File: config.mk
export PLATFORM = sky130hd
export DESIGN_NAME = alu_sequencer
export DESIGN_NICKNAME = d
export VERILOG_FILES = /design/src/rtl/alu_pkg.sv /design/src/rtl/alu_latency_counter.sv /design/src/rtl/alu_sequencer.sv
export SDC_FILE = /design/constraint.sdc
export NUM_CORES = 1
export LEC_CHECK = 0
export CORE_MARGIN = 2
export CORE_UTILIZATION = 45
export CTS_BUF_LIST = sky130_fd_sc_hd__clkbuf_4 sky130_fd_sc_hd__clkbuf_8
export CTS_CLUSTER_DIAMETER = 50
export DETAILED_ROUTE_END_ITERATION = 7
export GPL_TIMING_DRIVEN = 1
export HOLD_SLACK_MARGIN = 0.1
export PLACE_DENSITY = 0.91
export SLEW_MARGIN = 10
export SYNTH_ARGS = -nofsm -noshare
export SYNTH_HDL_FRONTEND = slang
export SYNTH_SLANG_ARGS = --single-unit
File: constraint.sdc
create_clock -name clk -period 2.6 [get_ports clk]
set_input_delay 0.52 -clock clk [delete_from_list [all_inputs] [get_ports clk]]
set_output_delay 0.52 -clock clk [all_outputs]
set_load 0.005 [all_outputs]
File: src/rtl/alu_pkg.sv
// Shared definitions for clients of the 8-bit ALU: op codes, flag bit
// positions and the requester FSM state encoding.
package alu_pkg;

    localparam logic [2:0] OP_ADD  = 3'b000;
    localparam logic [2:0] OP_SUB  = 3'b001;
    localparam logic [2:0] OP_OR   = 3'b010;
    localparam logic [2:0] OP_AND  = 3'b011;
    localparam logic [2:0] OP_NOT  = 3'b100;
    localparam logic [2:0] OP_COMP = 3'b101;
    localparam logic [2:0] OP_SHR  = 3'b110;
    localparam logic [2:0] OP_SHL  = 3'b111;

    localparam int FLAG_C = 3;
    localparam int FLAG_N = 2;
    localparam int FLAG_O = 1;
    localparam int FLAG_Z = 0;

    typedef enum logic [1:0] {
        ST_IDLE    = 2'd0,
        ST_ISSUE   = 2'd1,
        ST_CAPTURE = 2'd2,
        ST_RESP    = 2'd3
    } seq_state_t;

    // Only arithmetic ops feed the architectural flags seen by branch logic.
    function automatic logic op_updates_flags(input logic [2:0] op);
        return (op == OP_ADD) || (op == OP_SUB);
    endfunction

endpackage

File: src/rtl/alu_latency_counter.sv
// Loadable down-counter with a zero flag; counts the ALU's registered
// latency for any requester that has to wait on the shared result bus.
module alu_latency_counter #(
    parameter int CNT_W = 1
) (
    input  logic             clk,
    input  logic             rst_n,
    input  logic             load,
    input  logic [CNT_W-1:0] load_val,
    input  logic             dec,
    output logic             zero
);

    logic [CNT_W-1:0] count_r;

    // Load has priority; decrement saturates at zero.
    always_ff @(posedge clk or negedge rst_n) begin
        if (!rst_n) begin
            count_r <= {CNT_W{1'b0}};
        end else if (load) begin
            count_r <= load_val;
        end else if (dec && (count_r != {CNT_W{1'b0}})) begin
            count_r <= count_r - {{(CNT_W-1){1'b0}}, 1'b1};
        end else begin
            count_r <= count_r;
        end
    end

    assign zero = (count_r == {CNT_W{1'b0}});

endmodule

File: src/rtl/alu_sequencer.sv
// Requester-side controller for the shared ALU: issues one operation,
// waits out the ALU latency, captures result/flags and returns them.
module alu_sequencer #(
    parameter int WIDTH       = 8,
    parameter int ALU_LATENCY = 1
) (
    input  logic             clk,
    input  logic             rst_n,
    input  logic             req_valid,
    output logic             req_ready,
    input  logic [2:0]       req_op,
    input  logic [WIDTH-1:0] req_a,
    input  logic [WIDTH-1:0] req_b,
    output logic             resp_valid,
    input  logic             resp_ready,
    output logic [WIDTH-1:0] resp_data,
    output logic [3:0]       resp_flags,
    output logic [3:0]       flags_q,
    output logic             busy,
    output logic [WIDTH-1:0] alu_a,
    output logic [WIDTH-1:0] alu_b,
    output logic [2:0]       alu_op,
    output logic             alu_enable_out,
    input  logic [WIDTH-1:0] alu_out,
    input  logic [3:0]       alu_flags
);
    import alu_pkg::*;

    localparam int CNT_W = (ALU_LATENCY > 1) ? $clog2(ALU_LATENCY) : 1;

    seq_state_t       state_r, state_nxt_s;
    logic             req_ready_r, resp_valid_r, busy_r, alu_en_r;
    logic             req_ready_s, resp_valid_s, busy_s, alu_en_s;
    logic [WIDTH-1:0] alu_a_r, alu_b_r, resp_data_r;
    logic [2:0]       alu_op_r;
    logic [3:0]       resp_flags_r, flags_q_r;
    logic             accept_s, cnt_zero_s;

    // req_ready is registered, so it is low for the first cycle after reset.
    assign accept_s = req_valid && req_ready_r;

    alu_latency_counter #(.CNT_W(CNT_W)) u_lat_cnt (
        .clk      (clk),
        .rst_n    (rst_n),
        .load     (accept_s),
        .load_val (CNT_W'(ALU_LATENCY - 1)),
        .dec      (state_r == ST_ISSUE),
        .zero     (cnt_zero_s)
    );

    // State register plus registered handshake/bus-control outputs.
    always_ff @(posedge clk or negedge rst_n) begin
        if (!rst_n) begin
            state_r      <= ST_IDLE;
            req_ready_r  <= 1'b0;
            resp_valid_r <= 1'b0;
            busy_r       <= 1'b0;
            alu_en_r     <= 1'b0;
        end else begin
            state_r      <= state_nxt_s;
            req_ready_r  <= req_ready_s;
            resp_valid_r <= resp_valid_s;
            busy_r       <= busy_s;
            alu_en_r     <= alu_en_s;
        end
    end

    // Next-state logic.
    always_comb begin
        state_nxt_s = state_r;
        case (state_r)
            ST_IDLE:    if (accept_s)   state_nxt_s = ST_ISSUE;   else state_nxt_s = ST_IDLE;
            ST_ISSUE:   if (cnt_zero_s) state_nxt_s = ST_CAPTURE; else state_nxt_s = ST_ISSUE;
            ST_CAPTURE: state_nxt_s = ST_RESP;
            ST_RESP:    if (resp_ready) state_nxt_s = ST_IDLE;    else state_nxt_s = ST_RESP;
            default:    state_nxt_s = ST_IDLE;
        endcase
    end

    // Outputs decoded from the next state so the registered copies track the state.
    always_comb begin
        req_ready_s  = 1'b0;
        resp_valid_s = 1'b0;
        busy_s       = 1'b1;
        alu_en_s     = 1'b0;
        case (state_nxt_s)
            ST_IDLE: begin
                req_ready_s = 1'b1;
                busy_s      = 1'b0;
            end
            ST_ISSUE:   alu_en_s = 1'b1;
            ST_CAPTURE: alu_en_s = 1'b1;
            ST_RESP:    resp_valid_s = 1'b1;
            default: begin
                req_ready_s = 1'b0;
                busy_s      = 1'b0;
            end
        endcase
    end

    // Operand latch on accept; result/flag capture one edge after the bus is valid.
    always_ff @(posedge clk or negedge rst_n) begin
        if (!rst_n) begin
            alu_a_r      <= {WIDTH{1'b0}};
            alu_b_r      <= {WIDTH{1'b0}};
            alu_op_r     <= 3'b000;
            resp_data_r  <= {WIDTH{1'b0}};
            resp_flags_r <= 4'b0000;
            flags_q_r    <= 4'b0000;
        end else if (accept_s) begin
            alu_a_r  <= req_a;
            alu_b_r  <= req_b;
            alu_op_r <= req_op;
        end else if (state_r == ST_CAPTURE) begin
            resp_data_r  <= alu_out;
            resp_flags_r <= alu_flags;
            if (op_updates_flags(alu_op_r)) begin
                flags_q_r <= alu_flags;
            end else begin
                flags_q_r <= flags_q_r;
            end
        end else begin
            alu_a_r <= alu_a_r;
        end
    end

    assign req_ready      = req_ready_r;
    assign resp_valid     = resp_valid_r;
    assign busy           = busy_r;
    assign alu_enable_out = alu_en_r;
    assign alu_a          = alu_a_r;
    assign alu_b          = alu_b_r;
    assign alu_op         = alu_op_r;
    assign resp_data      = resp_data_r;
    assign resp_flags     = resp_flags_r;
    assign flags_q        = flags_q_r;

endmodule

## Yosys cells after proc, flatten, opt, wreduce, memory -nomap -nowiden

Index checks and enable logic that the tools add are counted.

| storage, ports and cells | value |
|---|---|
| bits in registers | 42 |
| output and inout port bits | 39 |

| operators by class | value |
|---|---|
| reductions and logical operators | 10 |
| equality and inequality tests | 7 |
| mux-type cells | 10 |
| bitwise logic cells | 1 |
| add/subtract/negate cells | 1 |

Operators with widths:

| operator | count |
|---|---|
| == test 2 bit, second input constant | 4 |
| one-hot mux 2 bit (4 select lines) | 1 |
| two-way mux 1 bit | 7 |
| == test 2 x 1 -> 1 bit, second input constant | 2 |
| logical NOT 2 bit | 2 |
| two-way mux 2 bit | 2 |
| == test 3 x 1 -> 1 bit, second input constant | 1 |
| logical NOT 3 bit | 1 |
| AND reduction 3 bit | 1 |
| logical AND 1 bit | 2 |
| AND reduction 2 bit | 1 |
| nonzero test 2 bit | 1 |
| OR reduction 2 bit | 1 |
| logical OR 1 bit | 1 |
| inverter 1 bit | 1 |
| subtractor 1 bit, second input constant | 1 |

## Depth between registers and ports, before layout

| depth | value |
|---|---|
| depth in word-level cells | 6 |
| mapped depth | 5 |
| depth with buffers taken out | 5 |

## Modules after synthesis

Synthesis repeated with hierarchy kept, for this count alone.

| unflattened totals | value |
|---|---|
| cell total of the unflattened synthesis | 103 |
| area total of the unflattened synthesis | 1,684.1 um2 |

By module, submodules not included:

| module | sequential area each (um2) | area an instance (um2) | instances | cells an instance |
|---|---|---|---|---|
| alu_sequencer | 1,026.0 | 1,639.1 | 1 | 99 |
| alu_latency_counter | 25.0 | 45.0 | 1 | 4 |

## Least setup slack after synthesis

OpenSTA, ideal clock, no wires.

| path | value |
|---|---|
| path type | input port to flip-flop |
| start | input req_valid |
| end | register alu_en_r, in the netlist alu_enable_out |
| arrival | 1.305 ns |
| buffers on the path | 1 |
| data required time | 2.474 ns |
| stages | 4 |
| library setup time | 0.126 ns |
| path slack | 1.169 ns |
| cells stage by stage | nand2_1 buf_2 a22o_1 ha_1 |

| between the ends | value |
|---|---|
| word-level cells in the longest chain between the ends | 6 |
| elaborated cells on any way between the ends | 7 |
| classes of those cells | 2 x eq/ne; 3 x mux; 2 x reduce/logical |

Ends and longest elaborated chain:

| item | line | text |
|---|---|---|
| from (decl) | alu_sequencer.sv:9 | `input logic req_valid,` |
| logical AND 1 bit * | alu_sequencer.sv:40 | `assign accept_s = req_valid && req_ready_r;` |
| two-way mux 1 bit * | alu_sequencer.sv:72 | `ST_IDLE: if (accept_s) state_nxt_s = ST_ISSUE; else state_nxt_s = ST_IDLE;` |
| one-hot mux 2 bit (4 select lines) * | alu_sequencer.sv:71 | `case (state_r)` |
| == test 2 bit / == test 2 x 1 -> 1 bit (equally long branches) | alu_sequencer.sv:86 | `case (state_nxt_s)` |
| OR reduction 2 bit (no line) * | - |  |
| two-way mux 1 bit * | alu_sequencer.sv:86 |  |
| net alu_en_s | alu_sequencer.sv:33 | `logic req_ready_s, resp_valid_s, busy_s, alu_en_s;` |
| to (signal assigned) | alu_sequencer.sv:64 | `alu_en_r <= alu_en_s;` |
| to (decl) | alu_sequencer.sv:32 | `logic req_ready_r, resp_valid_r, busy_r, alu_en_r;` |

Mark *: on every way through the listed nets, which the timed path passes. The rest lies on a longest branch.
A chain may end at the register's enable or synchronous reset.

## Final worst setup path

| path | value |
|---|---|
| start | register req_ready_r, in the netlist req_ready |
| end | output req_ready |

RTL lines:

| item | line | text |
|---|---|---|
| from (decl) | alu_sequencer.sv:32 |  |
| from (signal assigned) | alu_sequencer.sv:61 | `req_ready_r <= req_ready_s;` |
| to (decl) | alu_sequencer.sv:10 | `output logic req_ready,` |

No word-level cell between the ends.

==> results.sh <==
export IMPL_worstPathMaxFanout=2
export IMPL_synthDistinctLibCells=18
export IMPL_peakVddDrop_v=0.0007095
export IMPL_finalMaxSlewViolations=0
export IMPL_root_buffer="clkbuf_4"
export IMPL_cts_tree="built"
export IMPL_worstPathArrival_ns=1.24
export IMPL_area_growth_pct=50.88
export IMPL_wl_mm=3.476
export IMPL_h_tree_depth=2
export IMPL_seq_area_um2=1051
export IMPL_fin_nets=215
export IMPL_tns_ns=0
export IMPL_syn_area_um2=1638
export IMPL_synthXorXnorAreaFrac_pct=0
export IMPL_status="finished clean"
export IMPL_critPathMaxStageDelay_ns=0.52
export IMPL_start_util_pct=47.95
export IMPL_crit_buf_inv=1
export IMPL_path_cells="clkdlybuf4s50_1"
export IMPL_antenna_found_initial=0
export IMPL_yosysSeqAreaShare_pct=64.17
export IMPL_post_route_period_util_pct=67.75
export IMPL_worstSetupStartpointType="flip-flop"
export IMPL_busiest_layer="met2"
export IMPL_io_pins=74
export IMPL_synthAdderAreaFrac_pct=2.292
export IMPL_clkTransAtPathRegs_ns=0.12
export IMPL_clock_path_buffers=2
export IMPL_drt_iter0_markers=54
export IMPL_antenna_cells=0
export IMPL_grt_max_degree=43
export IMPL_cts_buffers_inserted=5
export IMPL_dieHeight_um=64.33
export IMPL_clock_sinks=42
export IMPL_path_class="reg -> out"
export IMPL_syn_num_nets=137
export IMPL_final_layout_size_suffix_gt1_share_pct=26.97
export IMPL_grt_pass1_wl_mm=5.582
export IMPL_synth_area_leaders="dfrtp_1 64%, mux2_2 17%, mux2_4 9.2%"
export IMPL_grt_met2_usage_pct=29.17
export IMPL_hold_viol_final=0
export IMPL_power_leakage_nw=1.094
export IMPL_use_met3_pct=6.162
export IMPL_port_buffers=73
export IMPL_antenna_left=0
export IMPL_rsz0062_at_grt="false"
export IMPL_grt_pass1_vias=1157
export IMPL_cts_hold_buf=0
export IMPL_via_count=1088
export IMPL_synth_top_cell_area_share_pct=64.17
export IMPL_synth_compound_area_share_pct=2.139
export IMPL_coreArea_um2=3416
export IMPL_cts_resized_gates=0
export IMPL_dpl_hpwl_mm=2.587
export IMPL_end_kind="primary output"
export IMPL_multiInputGateArea_um2=561.8
export IMPL_max_freq_mhz=567.7
export IMPL_place_congestion=0.6902
export IMPL_drc_errors=0
export IMPL_avgSynthCellArea_um2=16.54
export IMPL_worstPathRequired_ns=2.08
export IMPL_worst_pin_slew_ns=0.9058
export IMPL_fin_skew_ns=0.008098
export IMPL_min_period_ns=1.762
export IMPL_row_count=21
export IMPL_powerDensity_nw_per_um2=1160
export IMPL_postCtsSetupBuffers=0
export IMPL_drt_pass1_iterations=3
export IMPL_fillers=240
export IMPL_clk_latency_ns=0.34
export IMPL_total_power_mw=2.866
export IMPL_dpl_cell_count=216
export IMPL_use_met1_pct=23.09
export IMPL_synth_simple_area_share_pct=3.514
export IMPL_wl_per_cell_um=15.52
export IMPL_syn_inst=99
export IMPL_setup_viol=0
export IMPL_die_area_um2=4138
export IMPL_synth_top_family_by_area="multiplexers"
export IMPL_synth_area_leader_cell="dfrtp_1"
export IMPL_relSlewSlack_pct=39.61
export IMPL_slowest_stage="clkdlybuf4s50_1"
export IMPL_grt_total_usage_pct=17.97
export IMPL_synth_seq_cells=42
export IMPL_fin_cells=224
export IMPL_hold_path_class="in -> async"
export IMPL_max_cap_violations=0
export IMPL_synth_mux_area_share_pct=26.36
export IMPL_grt_overflow=0
export IMPL_yosysWarnings=0
export IMPL_vias_per_cell=4.857
export IMPL_cp_top_family="buffers and inverters"
export IMPL_die_w_um=64.33
-- kinds of logic (layout without fill, tap and decap cells) --
logic type	after synthesis	after routing
flops	42	42
mux	35	35
simple gates	10	10
compound gates	5	5
buf+inv	4	83
fa+ha+maj	3	3
-- power breakdown --
part	internal (mW)	switching, mW
logic	0.945	0.405
clock network	0.142	0.201
registers	0.978	0.195
total	2.06	0.801
-- layer usage --
layer  vias to the layer above  routed length (um)
met4                         0                  19
li1                        503                   -
met1                       538                1519
met2                        45                1687
met3                         2                 251
met5                         -                   0
-- stage by stage --
step	instance area, um2	setup WS, ns	hold WS [ns]	util [%]
floorplan	1638	1.169	0.2244	-
global placement	2407	0.5814	0.4878	70.48
detailed placement	2407	0.5181	0.4940	70.48
CTS	2471	0.8204	0.3180	72.34
global route	2471	0.7794	0.3591	72.34
finish	2471	0.8384	0.2981	72.34
-- placed cells by master (no fill, tap or decap) --
cell type	Yosys	routed
and3_1	1	1
mux2_2	25	25
nand2_1	3	3
a21o_2	1	1
buf_4	0	1
nor2_1	3	3
ha_1	3	3
nand4b_1	1	1
clkinv_2	0	1
nand3b_2	1	1
buf_2	2	1
a22o_1	1	1
a21oi_1	1	1
o21ai_0	1	1
clkbuf_8	0	1
clkdlybuf4s50_1	0	72
inv_1	1	1
dfrtp_1	42	42
clkbuf_4	0	6
mux2_4	10	10
a22oi_1	1	1
or2b_2	1	1
-- synth_stat cells, drive strengths merged --
cell,n
buf,3
o21ai,1
or2b,1
nand3b,1
nor2,3
dfrtp,42
a21oi,1
nand4b,1
a22o,1
and3,1
mux2,35
ha,3
inv,1
a21o,1
a22oi,1
nand2,3
-- cell type report --
cell class	instances	area share, %
Multi-Input combinational cell	53	22.73
Tap cell	46	2.329
Sequential cell	42	42.53
Inverter	1	0.1519
Timing Repair Buffer	74	29.67
Clock inverter	1	0.2025
Clock buffer	7	2.380
-- registers in the layout (all words and copies together) (netlist names) --
name	flops
u_lat_cnt.count_r	1
alu_a	8
resp_flags	4
req_ready	1
state_r	2
alu_enable_out	1
alu_op	3
alu_b	8
flags_q	4
busy	1
resp_valid	1
resp_data	8
-- worst paths after layout --
| check | from | endpoint | slack, ns | cells past startpoint |
|---|---|---|---|---|
| setup / recovery | req_ready$_DFF_PN0_ | req_ready | 0.84 | 1 |
| hold / removal | rst_n | alu_enable_out$_DFF_PN0_ | 0.30 | 1 |
| setup reg to reg | req_ready$_DFF_PN0_ | resp_data[4]$_DFFE_PN0P_ | 1.06 | 3 |
| hold reg to reg | flags_q[3]$_DFFE_PN0P_ | flags_q[3]$_DFFE_PN0P_ | 0.51 | 1 |
| max in group asynchronous | rst_n | resp_data[1]$_DFFE_PN0P_ | 1.74 | 1 |
| min in group clk | flags_q[3]$_DFFE_PN0P_ | flags_q[3]$_DFFE_PN0P_ | 0.51 | 1 |
Note: power is estimated with default switching activity, not from simulation.
